$ cat config.mk
export PLATFORM = sky130hd
export DESIGN_NAME = fifo_packer
export DESIGN_NICKNAME = d
export VERILOG_FILES = /design/src/rtl/fifo_packer_pkg.sv /design/src/rtl/fifo_packer_timer.sv /design/src/rtl/fifo_packer.sv
export SDC_FILE = /design/constraint.sdc
export NUM_CORES = 1
export LEC_CHECK = 0
export BUFFER_PORTS_ARGS = -buffer_cell sky130_fd_sc_hd__buf_2
export CORE_UTILIZATION = 50
export DETAILED_ROUTE_END_ITERATION = 10
export GPL_TIMING_DRIVEN = 0
export PLACE_DENSITY = 0.7
export SETUP_SLACK_MARGIN = 0.15
export SLEW_MARGIN = 0
export SYNTH_ARGS = -nofsm -noshare
export SYNTH_HDL_FRONTEND = slang
export SYNTH_SLANG_ARGS = --single-unit
$ cat constraint.sdc
create_clock -name i_clk -period 4.76 [get_ports i_clk]
set_input_delay 0.238 -clock i_clk [delete_from_list [all_inputs] [get_ports i_clk]]
set_output_delay 0.238 -clock i_clk [all_outputs]
set_load 0.01 [all_outputs]
$ cat src/rtl/fifo_packer_pkg.sv
// fifo_packer_pkg: shared sizing and lane-mask helpers for the FIFO word packer.
package fifo_packer_pkg;

  // Accumulator count must hold 0..RATIO inclusive.
  function automatic int unsigned cnt_width(input int unsigned ratio);
    return $clog2(ratio) + 1;
  endfunction

  // Keep-mask helper: lane is populated when it lies below the word count.
  function automatic logic lane_en(input int unsigned lane, input int unsigned count);
    return lane < count;
  endfunction

endpackage

$ cat src/rtl/fifo_packer_timer.sv
// fifo_packer_timer: idle-flush timeout counter, built only with FIFO_PACKER_TIMEOUT_EN.
module fifo_packer_timer #(
  parameter int unsigned LGTIMEOUT = 8
) (
  input  logic i_clk,
  input  logic i_reset,
  input  logic i_clear,
  output logic o_timeout
);

  logic [LGTIMEOUT-1:0] timer;

  // Count idle cycles; wrap to zero when the terminal value is reached.
  always_ff @(posedge i_clk) begin
    if (i_reset || i_clear) begin
      timer <= '0;
    end else if (timer == '1) begin
      timer <= '0;
    end else begin
      timer <= timer + LGTIMEOUT'(1);
    end
  end

  assign o_timeout = (timer == '1) && !i_clear;

endmodule

$ cat src/rtl/fifo_packer.sv
// fifo_packer: packs RATIO upstream FIFO words into one output beat.
// Optional idle-flush timer enabled by defining FIFO_PACKER_TIMEOUT_EN.
module fifo_packer
  import fifo_packer_pkg::*;
#(
  parameter int unsigned BW        = 8,
  parameter int unsigned RATIO     = 4,
  parameter int unsigned LGTIMEOUT = 8
) (
  input  logic                  i_clk,
  input  logic                  i_reset,
  input  logic                  i_fifo_empty,
  input  logic [BW-1:0]         i_fifo_data,
  output logic                  o_fifo_rd,
  input  logic                  i_flush,
  output logic                  o_valid,
  input  logic                  i_ready,
  output logic [RATIO*BW-1:0]   o_data,
  output logic [RATIO-1:0]      o_keep,
  output logic                  o_last
);

  localparam int unsigned CW = cnt_width(RATIO);
  localparam logic [CW-1:0] RATIO_C  = CW'(RATIO);
  localparam logic [CW-1:0] RATIO_M1 = CW'(RATIO - 1);

  if (RATIO < 2 || (RATIO & (RATIO - 1)) != 0) begin : g_bad_ratio
    $error("fifo_packer: RATIO must be a power of two, at least 2");
  end
  if (LGTIMEOUT < 2) begin : g_bad_timeout
    $error("fifo_packer: LGTIMEOUT must be at least 2");
  end

  logic [CW-1:0]       cnt;
  logic [RATIO*BW-1:0] acc;
  logic                flush_pend;

  logic                slot_free;
  logic                timeout;
  logic                carry;
  logic                flush_req;
  logic                load;
  logic [CW-1:0]       beat_cnt;
  logic [RATIO*BW-1:0] beat_data;
  logic [RATIO-1:0]    beat_keep;

  assign slot_free = !o_valid || i_ready;
  assign o_fifo_rd = !i_fifo_empty && !i_reset && ((cnt < RATIO_M1) || slot_free);

`ifdef FIFO_PACKER_TIMEOUT_EN
  fifo_packer_timer #(
    .LGTIMEOUT (LGTIMEOUT)
  ) u_timer (
    .i_clk     (i_clk),
    .i_reset   (i_reset),
    .i_clear   (o_fifo_rd || (cnt == '0)),
    .o_timeout (timeout)
  );
`else
  assign timeout = 1'b0;
`endif

  // Candidate beat: accumulator plus any word read this cycle, masked to the word count.
  always_comb begin
    // A full accumulator emits as-is; a word read alongside goes to lane 0 of the next beat.
    carry     = o_fifo_rd && (cnt == RATIO_C);
    beat_cnt  = (cnt == RATIO_C) ? cnt : cnt + CW'(o_fifo_rd);
    flush_req = (i_flush || timeout || flush_pend) && (beat_cnt != '0);
    load      = slot_free && (flush_req || (beat_cnt == RATIO_C));
    beat_data = '0;
    beat_keep = '0;
    for (int unsigned k = 0; k < RATIO; k++) begin
      if (lane_en(k, 32'(beat_cnt))) begin
        beat_keep[k] = 1'b1;
        beat_data[k*BW +: BW] = (o_fifo_rd && !carry && (k == 32'(cnt))) ? i_fifo_data
                                                                           : acc[k*BW +: BW];
      end
    end
  end

  // Accumulator, pending flush and output register updates.
  always_ff @(posedge i_clk) begin
    if (i_reset) begin
      cnt        <= '0;
      acc        <= '0;
      flush_pend <= 1'b0;
      o_valid    <= 1'b0;
      o_data     <= '0;
      o_keep     <= '0;
      o_last     <= 1'b0;
    end else begin
      if (load) begin
        o_valid    <= 1'b1;
        o_data     <= beat_data;
        o_keep     <= beat_keep;
        o_last     <= flush_req;
        cnt        <= {{(CW-1){1'b0}}, carry};
        flush_pend <= 1'b0;
      end else begin
        if (i_ready) begin
          o_valid <= 1'b0;
        end
        cnt        <= beat_cnt;
        flush_pend <= flush_req;
      end
      for (int unsigned k = 0; k < RATIO; k++) begin
        if (o_fifo_rd && (carry ? (k == 0) : (k == 32'(cnt)))) begin
          acc[k*BW +: BW] <= i_fifo_data;
        end
      end
    end
  end

endmodule

== Yosys cells after proc, flatten, opt, wreduce, memory -nomap -nowiden ==
Cells that the tools add are included.

* Eq/ne operators: 5
* Shift operators: 0
* Add/subtract/negate cells: 1
* Muxes and demuxes: 20
* Bitwise gates (word level): 0
* Reduce and logical (&&, ||, !) cells: 26
* Multiply operators: 0
* $lt $le $gt $ge: 5
* Div/mod/pow operators: 0

{| class="wikitable"
|+ Operators with widths
! kind !! count
|-
| $mux 8 || 8
|-
| $logic_and 1x1->1 || 14
|-
| $mux 1 || 11
|-
| $eq 2x3->1 const A || 2
|-
| $eq 3x3->1 const B || 2
|-
| $lt 1x3->1 const A || 2
|-
| $lt 2x3->1 const A || 2
|-
| $logic_not 1->1 || 4
|-
| $logic_or 1x1->1 || 4
|-
| $add 3x1->3 || 1
|-
| $eq 1x3->1 const A || 1
|-
| $logic_not 3->1 || 1
|-
| $lt 3x2->1 const B || 1
|-
| $mux 3 || 1
|-
| $reduce_bool 3->1 || 1
|-
| $reduce_bool 2->1 || 1
|-
| $reduce_or 2->1 || 1
|}

* Latch bits: 0
* Input bits: 13
* Word-level logic and storage cells: 68
* Memory bits (writable): 0
* Output and inout bits: 39
* Flip-flop bits (word level): 74
* Memories kept: 0
* ROM bits: 0

== Longest topological paths before layout ==
Gate-level depths: netlist (run 1).

* Word-level depth: 11
* Mapped depth: 11
* Mapped depth without buffers: 8

== Worst setup path before layout (run 1) ==
Ideal clock, no wire load.

* Path type: in2reg
* Start: input i_reset
* End: register o_data[24]
* Stages: 11
* Setup time: 0.072 ns
* Arrival time: 2.504 ns
* Path slack: 2.184 ns
* Buffers on the path: 3
* Cell sequence: clkbuf_1 -> nor2_1 -> o21a_1 -> ha_1 -> ha_1 -> or2_2 -> a21o_1 -> a31oi_2 -> buf_2 -> buf_4 -> o2bb2ai_1

* Word-level cells in the longest chain between the ends: 9
* Elaborated cells between the ends (all ways): 17

{| class="wikitable"
|+ RTL lines
! item !! RTL line !! text
|-
| start, declared || fifo_packer.sv:11 || <nowiki>input logic i_reset,</nowiki>
|-
| $logic_not 1->1 * || fifo_packer.sv:48 || <nowiki>assign o_fifo_rd = !i_fifo_empty && !i_reset && ((cnt < RATIO_M1) || slot_free);</nowiki>
|-
| $logic_and 1x1->1 * (2 in series) || fifo_packer.sv:48 ||
|-
| net o_fifo_rd || fifo_packer.sv:14 || <nowiki>output logic o_fifo_rd,</nowiki>
|-
| branches (longest 6 deep; another with $add 3x1->3) || -- ||
|-
| end signal, assigned || fifo_packer.sv:94 || <nowiki>o_data <= beat_data;</nowiki>
|-
| end, declared || fifo_packer.sv:18 || <nowiki>output logic [RATIO*BW-1:0] o_data,</nowiki>
|}

Mark *: on every way through the listed nets, which the timed path passes.
A chain may end at the register's enable or synchronous reset.

== Worst setup path in the final report (run 1) ==
* Start: register cnt[1]
* End: register o_data[11]

* Word-level cells in the longest chain between the ends: 9
* Elaborated cells between the ends (all ways): 19

{| class="wikitable"
|+ RTL lines
! item !! RTL line !! text
|-
| start, declared || fifo_packer.sv:34 || <nowiki>logic [CW-1:0] cnt;</nowiki>
|-
| start signal, assigned || fifo_packer.sv:97 || <nowiki>cnt <= {{(CW-1){1'b0}}, carry};</nowiki>
|-
| start signal, assigned || fifo_packer.sv:103 || <nowiki>cnt <= beat_cnt;</nowiki>
|-
| branches (longest 9 deep; another with $lt 3x2->1) || -- ||
|}

Parallel ways; which one is timed is not known.

==> results of run 1 <==
==> state kept, by name (all words and copies together) (netlist names) <==
signal and cells:
o_last 1, o_data 32, acc 32, cnt 3
flush_pend 1, o_valid 1, o_keep 4
==> worst paths after layout <==
check             slack (ps)          to  cells after the start           start
setup / recovery        1920  o_data[11]                      9          cnt[1]
hold / removal           240      acc[6]                      3  i_fifo_data[6]
setup reg to reg        1920  o_data[11]                      9          cnt[1]
hold reg to reg          460  o_data[13]                      1      o_data[13]
==> where the power goes <==
group / switching, uW / internal [uW]
Combinational: 69.9 / 40.6
Sequential: 9.03 / 634
Clock: 212 / 244
==> layer usage <==
layer | vias to the layer above | part of all wire | global-route usage
met4 | 0 | 0.012 | 0.0922
met3 | 8 | 0.038 | 0.0602
met5 | - | 0 | 0
met2 | 44 | 0.47 | 0.354
li1 | 976 | - | -
met1 | 893 | 0.48 | 0.278
==> Yosys cell counts (all sizes together) <==
cell      n
dfxtp    74
o21a      1
clkbuf    8
o211ai    2
a21oi     3
nor2b     1
nor3      1
a31oi     1
nand3     2
nand2     3
and2      3
or2       2
o21ai     3
ha        2
a21o      1
nor2     36
a21bo     2
a311oi    1
and4      1
and3      2
a22o      1
nand3b    2
mux2i    40
or3b      1
a31o      1
o2bb2ai  33
buf       4
nor3b     1
nand2b    1
inv       2
==> critical path, delay by kind of cell (launching register included) <==
kind,cells,cell delay (ps)
buffers and inverters,1,460
and+or+nand+nor,1,350
DFF,1,480
adders and majority gates,2,530
AOI/OAI and AO/OA,5,940
==> cells by family (layout without fill, tap and decap cells) <==
family,after synthesis,after routing
muxes,40,40
DFF,74,74
buffers and inverters,14,80
and+or+nand+nor,56,56
adders and majority gates,2,2
AOI/OAI and AO/OA,49,49
==> metrics by stage <==
step | hold slack [ps] | utilization
2_1_floorplan | 382 | -
3_3_place_gp | 440 | 0.586
3_5_place_dp | 442 | 0.586
4_1_cts | 228 | 0.623
5_1_grt | 237 | 0.623
6_report | 239 | 0.623
==> final cells by class <==
cell class / count / area, sq um / share of cell area
timing repair buffer: 51 / 255 / 0.0797
multi-input combinational: 147 / 1130 / 0.353
clock inverter: 1 / 7.51 / 0.00234
buffer: 12 / 52.6 / 0.0164
inverter: 2 / 7.51 / 0.00234
sequential: 74 / 1480 / 0.462
clock buffer: 14 / 183 / 0.0570
tap: 70 / 87.6 / 0.0273
==> metrics, run 1 <==
clock sink count=74; biggest cell delay along the critical path=480 ps; worst-case setup margin in the final layout=around 1900 ps; Max-cap violations=0; area of the die=approximately 5600 sq um; Vias=1921; CP Cell Sequence=a21oi_1 > o21a_1 > ha_1 > ha_1 > or2_2 > a21o_1 > a31oi_2 > clkbuf_1 > o2bb2ai_1; wire length of the first global-routing pass=8830 um; Final Slew Violations=0; clk buf depth=2; filler cell count in the final layout=approximately 480; complex-gate fraction of the synthesized area=0.164; Leak Pwr=roughly 0.0015 uW; maximum number of pins on one net before global-route repair=12; post-synthesis simple-gate area fraction=0.0993; largest family of logic cells by synthesized area=compound AO/OA/AOI/OAI gates; post-layout instance count excluding filler cells=about 370; kind of end point of the critical path=flop; share of synthesized cell area in full adder, half adder and majority cells=0.00937; setup fix buffers added after clock tree synthesis=0; RSZ-0062 raised after global routing=no; share of the synthesized area in the top cell type=0.555; Residual DRC=0; routed wire length per instance=between 15 and 20 um; post-placement setup slack=1610 ps; x dimension of the die=around 75 um; clock input transition at the sequential cells of the worst setup and hold paths=~70 ps; critical path arrival=about 3100 ps; post-cts repair resize count=0; post-synthesis net count=250; final worst path period share=0.597; proportion of layout cells with a drive suffix above 1=0.279; H-Tree Depth=3; core area=5140 sq um; DP Area=3010 sq um; Max Clock Freq=between 300 and 400 MHz; multiplexer share of the synthesized area=0.150; max-slew headroom at the worst pin=0.588; Most Frequent Cell on Critical Path=sky130_fd_sc_hd__ha_1; top-level port count=52; cell type with the largest total area after synthesis=sky130_fd_sc_hd__dfxtp_1; most frequent standard cell in the layout excluding fill and tap cells=sky130_fd_sc_hd__dfxtp_1; slew at the pin closest to its max-slew limit=a little over 600 ps; total number of placement rows=26; Post-Synth XOR/XNOR Area=0; Worst-Skew Late Latency=between 300 and 400 ps; pwr dens=377 nW/um^2; initial core utilization=0.520; number of global-route vias before repair=1828; startpoint kind of the worst setup timing path=flop; routed wire length=5650 um; fin area=3200 sq um; CTS tree=done; placed cells=between 300 and 400; hold violation total from the final report=0; number of buffers inserted by hold repair at cts=0; number of setup violations in the final report=0; slowest cell on the critical path=sky130_fd_sc_hd__dfxtp_1; antenna-violating nets left=0; post-synthesis sequential element count=74; type of the setup path with the least slack=reg2reg; Total Routing Usage GR=0.220; Seq/Total Area, Yosys=0.555; count of port buffers added during placement=51; area grow syn2layout=20.0%; worst hold path type=in2reg; routability-driven placement congestion ratio=0.886; number of detailed-routing iterations run before antenna repair=4; outcome=completed; antenna violations before repair=0; count of nets after finishing=312; Area contributors post-synth=sky130_fd_sc_hd__dfxtp_1, sky130_fd_sc_hd__mux2i_1, sky130_fd_sc_hd__o2bb2ai_1, sky130_fd_sc_hd__nor2_1, sky130_fd_sc_hd__clkbuf_1; count of synthesis-stage warnings from yosys=0; synthesized area per cell=11.4 sq um; number of clock buffers inserted by TritonCTS=9; required time worst endpoint=5020 ps; Synth Instances=235; Ant. Diodes=0; HPWL after detailed placement=around 3800 um; count of different cell masters after synthesis=34; DR iter-0 viols=92; ratio of routed vias to standard cells=5.18; maximum VDD drop=between 0.0002 and 0.00025 V; setup clock skew after layout=3.97 ps; top library cells by usage in the layout, fill and taps aside=sky130_fd_sc_hd__dfxtp_1, sky130_fd_sc_hd__buf_2, sky130_fd_sc_hd__mux2i_1; Fin Setup TNS=0 ps; floorplan die height=75.1 um; Period minus WS final=2840 ps; mapped cell area=2670 sq um; sum of internal, switching and leakage power=approximately 1200 uW; buffer cell driving the clock tree root=sky130_fd_sc_hd__clkbuf_8; total gr overflow=0; largest driver fanout on the critical path=10
Power figures use the tool's default switching activity.
==> run 2, diff against run 1 <==
==> constraint.sdc (replaced) <==
create_clock -name i_clk -period 2.64 [get_ports i_clk]
set_input_delay 0.132 -clock i_clk [delete_from_list [all_inputs] [get_ports i_clk]]
set_output_delay 0.132 -clock i_clk [all_outputs]
set_load 0.01 [all_outputs]
==> run 2 against run 1 <==
Compared with the run above: routed wire length is 3.9% higher; combinational power grew 120%; sequential cell count unchanged; highest routed layer unchanged.
==> metrics, run 2 (synthesis gave the netlist of run 1 again) <==
core area=5140 sq um; x dimension of the die=about 75 um; core occupancy in the finished layout=0.657; RSZ-0062 raised after global routing=no; top-level port count=52; filler cell count in the final layout=439; count of port buffers added during placement=51; WHS=110 ps; floorplan die height=approximately 75 um; hold violation total from the final report=0; routability-driven placement congestion ratio=0.835; largest registers in the final layout=acc x32, o_data x32, o_keep x4; clock sink count=74; maximum number of pins on one net before global-route repair=13; largest driver fanout on the critical path=8; Max Clock Freq=419 MHz; outcome=completed; final worst path period share=0.904; startpoint kind of the worst setup timing path=flop; Vias=1957; maximum VDD drop=~0.00052 V; total gr overflow=0; count of nets after finishing=318; HPWL after detailed placement=approximately 3800 um; Period minus WS final=2390 ps; wire length of the first global-routing pass=8870 um; type of the setup path with the least slack=reg2reg; Ant. Diodes=0; initial core utilization=0.520; Worst-Skew Late Latency=340 ps; Final Slew Violations=0; critical path arrival=2660 ps; area grow syn2layout=26.4%; slew at the pin closest to its max-slew limit=614 ps; DR iter-0 viols=between 100 and 150; worst-case setup margin in the final layout=252 ps; Total Routing Usage GR=0.223; number of buffers inserted by hold repair at cts=0; proportion of layout cells with a drive suffix above 1=0.325; total number of placement rows=26; kind of end point of the critical path=flop; number of clock buffers inserted by TritonCTS=9; Leak Pwr=0.00157 uW; top library cells by usage in the layout, fill and taps aside=sky130_fd_sc_hd__dfxtp_1, sky130_fd_sc_hd__buf_2, sky130_fd_sc_hd__mux2i_1; Max-cap violations=0; sum of internal, switching and leakage power=between 2000 and 2500 uW; antenna-violating nets left=0; clock input transition at the sequential cells of the worst setup and hold paths=80 ps; antenna violations before repair=0; pwr dens=roughly 700 nW/um^2; CTS tree=done; worst hold path type=in2reg; area of the die=5640 sq um; clk buf depth=2; routing usage on met2=0.318; busiest layer in global routing=met2; Residual DRC=0; biggest cell delay along the critical path=approximately 370 ps; slowest cell on the critical path=sky130_fd_sc_hd__dfxtp_2; most frequent standard cell in the layout excluding fill and tap cells=sky130_fd_sc_hd__dfxtp_1; fraction of met1 tracks used by global routing=0.314; H-Tree Depth=3; ratio of routed vias to standard cells=between 5 and 6; number of detailed-routing iterations run before antenna repair=4; buffer cell driving the clock tree root=sky130_fd_sc_hd__clkbuf_8; number of global-route vias before repair=1763; CP Cell Sequence=nand2b_4 > o21a_1 > ha_1 > ha_2 > or2_4 > a311oi_4 > buf_4 > o21ai_4 > buf_12 > o2bb2ai_1; number of setup violations in the final report=0; setup clock skew after layout=9.46 ps; required time worst endpoint=2910 ps; post-placement setup slack=-285 ps; routed wire length=5870 um; met3 usage in global routing=0.0442; max-slew headroom at the worst pin=0.589; routed wire length per instance=15.5 um
[run 2: layout make-up]
| class | count | area [sq um] | share of cell area |
|---|---|---|---|
| flip-flops and latches | 74 | 1490 | 0.442 |
| plain buffers | 12 | 70.1 | 0.0207 |
| well taps | 70 | 87.6 | 0.0259 |
| clock buffers | 12 | 145 | 0.0430 |
| clock inverters | 4 | 73.8 | 0.0219 |
| multi-input cells | 147 | 1180 | 0.348 |
| inverters | 2 | 7.51 | 0.00222 |
| repair buffers | 57 | 325 | 0.0963 |
[run 2: through the flow]
step | cell area, sq um | setup TNS, ps | cells
after floorplan | 2680 | 0 | 235
after global placement | 3020 | -6700 | 356
after detailed placement | 3020 | -7290 | 356
after CTS | 3290 | 0 | 374
after global routing | 3380 | 0 | 378
final | 3380 | 0 | 378
[run 2: what timing repair did]
action | in CTS | in global routing
pin swaps | 1 | 4
gates resized for setup | 12 | 9
setup endpoints to repair | 39 | 38
setup buffers | 2 | 4
[run 2: per-layer routing]
metal,wire length [um],part of all wire,vias to the layer above
met5,0,0,-
met4,128,0.022,0
met3,152,0.026,12
met2,2630,0.45,35
met1,2960,0.50,925
li1,-,-,985
[run 2: worst max-delay path, delay by kind of cell (launching register included)]
family | cells | cell delay, ps
AO/OA/AOI/OAI | 4 | 720
adder cells (fa/ha/maj) | 2 | 510
AND/OR/NAND/NOR | 2 | 380
flip-flops | 1 | 370
buffers and inverters | 2 | 340
[run 2: final timing paths]
check,cells past startpoint,from,end,slack (ps)
worst max-delay path,10,o_valid,o_data[8],250
worst min-delay path,3,i_fifo_data[4],acc[4],110
worst max register to register,10,o_valid,o_data[8],250
worst min register to register,2,o_keep[0],o_keep[0],460
[run 2: where the power goes]
group          leakage [uW]  switching (uW)  internal (uW)
sequential         0.000600            16.4           1140
combinational      0.000863             139           99.6
clock              0.000111             403            561
total               0.00157             558           1800
==> run 3, diff against run 2 <==
==> constraint.sdc (replaced) <==
create_clock -name i_clk -period 2.64 [get_ports i_clk]
set_input_delay 0.264 -clock i_clk [delete_from_list [all_inputs] [get_ports i_clk]]
set_output_delay 0.264 -clock i_clk [all_outputs]
set_load 0.01 [all_outputs]
==> run 3 against run 2 <==
Compared with the run above: sequential share of layout area rose by 0.53 points; clock-buffer cell count did not move; largest cell class unchanged; non-clock buffer count fell by 3; largest power group unchanged; critical path type unchanged.
==> metrics, run 3 (synthesis gave the netlist of run 1 again) <==
pwr dens=704 nW/um^2; clock input transition at the sequential cells of the worst setup and hold paths=70 ps; type of the setup path with the least slack=reg2reg; DR iter-0 viols=91; routability-driven placement congestion ratio=0.837; Leak Pwr=between 0.0015 and 0.002 uW; H-Tree Depth=3; FF/Latch Area=between 1000 and 1500 sq um; cell class contributing the biggest share of worst-path delay=compound AO/OA/AOI/OAI gates; CP Buf/Inv Count=1; max-slew headroom at the worst pin=0.587; buffer cell driving the clock tree root=sky130_fd_sc_hd__clkbuf_8; Worst-Skew Late Latency=340 ps; initial core utilization=0.520; most frequent standard cell in the layout excluding fill and tap cells=sky130_fd_sc_hd__dfxtp_1; number of buffers inserted by hold repair at cts=0; largest registers in the final layout=acc x32, o_data x32, o_keep x4; total gr overflow=0; RSZ-0062 raised after global routing=yes; worst-case setup margin in the final layout=218 ps; maximum number of pins on one net before global-route repair=13; largest driver fanout on the critical path=9; Total Routing Usage GR=0.216; hold violation total from the final report=0; routed wire length per instance=15.4 um; x dimension of the die=75.1 um; count of nets after finishing=roughly 320; critical path arrival=2650 ps; antenna violations before repair=0; Max Clock Freq=413 MHz; floorplan die height=75.1 um; required time worst endpoint=2870 ps; ratio of routed vias to standard cells=5.23; clock sink count=74; Period minus WS final=2420 ps; number of detailed-routing iterations run before antenna repair=4; Residual DRC=0; top library cells by usage in the layout, fill and taps aside=sky130_fd_sc_hd__dfxtp_1, sky130_fd_sc_hd__buf_2, sky130_fd_sc_hd__mux2i_1; worst hold path type=in2reg; top-level port count=52; post-placement setup slack=-205 ps; count of port buffers added during placement=51; slowest cell on the critical path=sky130_fd_sc_hd__dfxtp_4; clk buf depth=2; Ant. Diodes=0; number of clock buffers inserted by TritonCTS=9; area grow syn2layout=24.9%; area of the die=5640 sq um; routed wire length=5780 um; antenna-violating nets left=0; startpoint kind of the worst setup timing path=flop; CTS tree=done; CP Cell Sequence=a21oi_1 > o21a_1 > ha_1 > ha_4 > or2_2 > and2_1 > clkbuf_1 > o21ai_4 > a21bo_2; outcome=completed; kind of end point of the critical path=flop; number of global-route vias before repair=1736; maximum VDD drop=0.000389 V; biggest cell delay along the critical path=roughly 400 ps; wire length of the first global-routing pass=8720 um; total number of placement rows=26; footprint of the multi-input gates=1180 sq um; WHS=261 ps; slew at the pin closest to its max-slew limit=between 600 and 700 ps; Vias=between 1500 and 2000; setup clock skew after layout=8.02 ps; number of setup violations in the final report=0; final worst path period share=0.918; HPWL after detailed placement=3890 um; proportion of layout cells with a drive suffix above 1=0.318; filler cell count in the final layout=460; core area=5140 sq um; Final Slew Violations=0; Max-cap violations=0; core occupancy in the finished layout=0.649
==> run 3: path summary, 6_finish.rpt <==
check             depth (start not counted)           start         to  slack, ps
setup / recovery                          9          cnt[1]  o_keep[1]        220
hold / removal                            3  i_fifo_data[0]     acc[0]        260
setup reg to reg                          9          cnt[1]  o_keep[1]        220
hold reg to reg                           2       o_keep[0]  o_keep[0]        450
==> run 3: report_power, final <==
group          switching, uW  internal [uW]  total, uW
clock network            401            561        962
logic                    135           94.0        229
registers               16.5           1140       1160
total                    553           1800       2350
==> run 3: worst reg2reg max path, stage by stage (launching register included) <==
cell and delay (ps):
sky130_fd_sc_hd__dfxtp_4 400, sky130_fd_sc_hd__a21oi_1 70, sky130_fd_sc_hd__o21a_1 210, sky130_fd_sc_hd__ha_1 230
sky130_fd_sc_hd__ha_4 160, sky130_fd_sc_hd__or2_2 300, sky130_fd_sc_hd__and2_1 160, sky130_fd_sc_hd__clkbuf_1 200
sky130_fd_sc_hd__o21ai_4 330, sky130_fd_sc_hd__a21bo_2 260
==> run 3: routing by layer <==
layer,vias up,share of wire,track usage
li1,978,-,-
met1,941,0.49,0.306
met2,35,0.46,0.318
met3,7,0.035,0.0428
met4,0,0.011,0.0922
met5,-,0,0
==> run 3: timing repair <==
item,CTS,global route
endpoints found under the setup margin,39,36
setup buffers,2,1
gates resized for setup,12,6
pin swaps,0,2
==> run 3: per-stage QoR <==
stage	instance area [sq um]	instances	power, uW	TNS, ps
floorplan	2680	235	1310	0
global placement	3020	356	1380	-3350
detailed placement	3020	356	1390	-4030
CTS	3290	374	2360	0
global route	3340	375	2440	0
finish	3340	375	2350	0
==> run 3: layout make-up <==
type                       instances  area share
buffer                            12      0.0210
clock inverter                     4      0.0221
timing repair buffer              54      0.0832
tap                               70      0.0262
sequential                        74       0.447
multi-input combinational        147       0.355
inverter                           2     0.00225
clock buffer                      12      0.0435
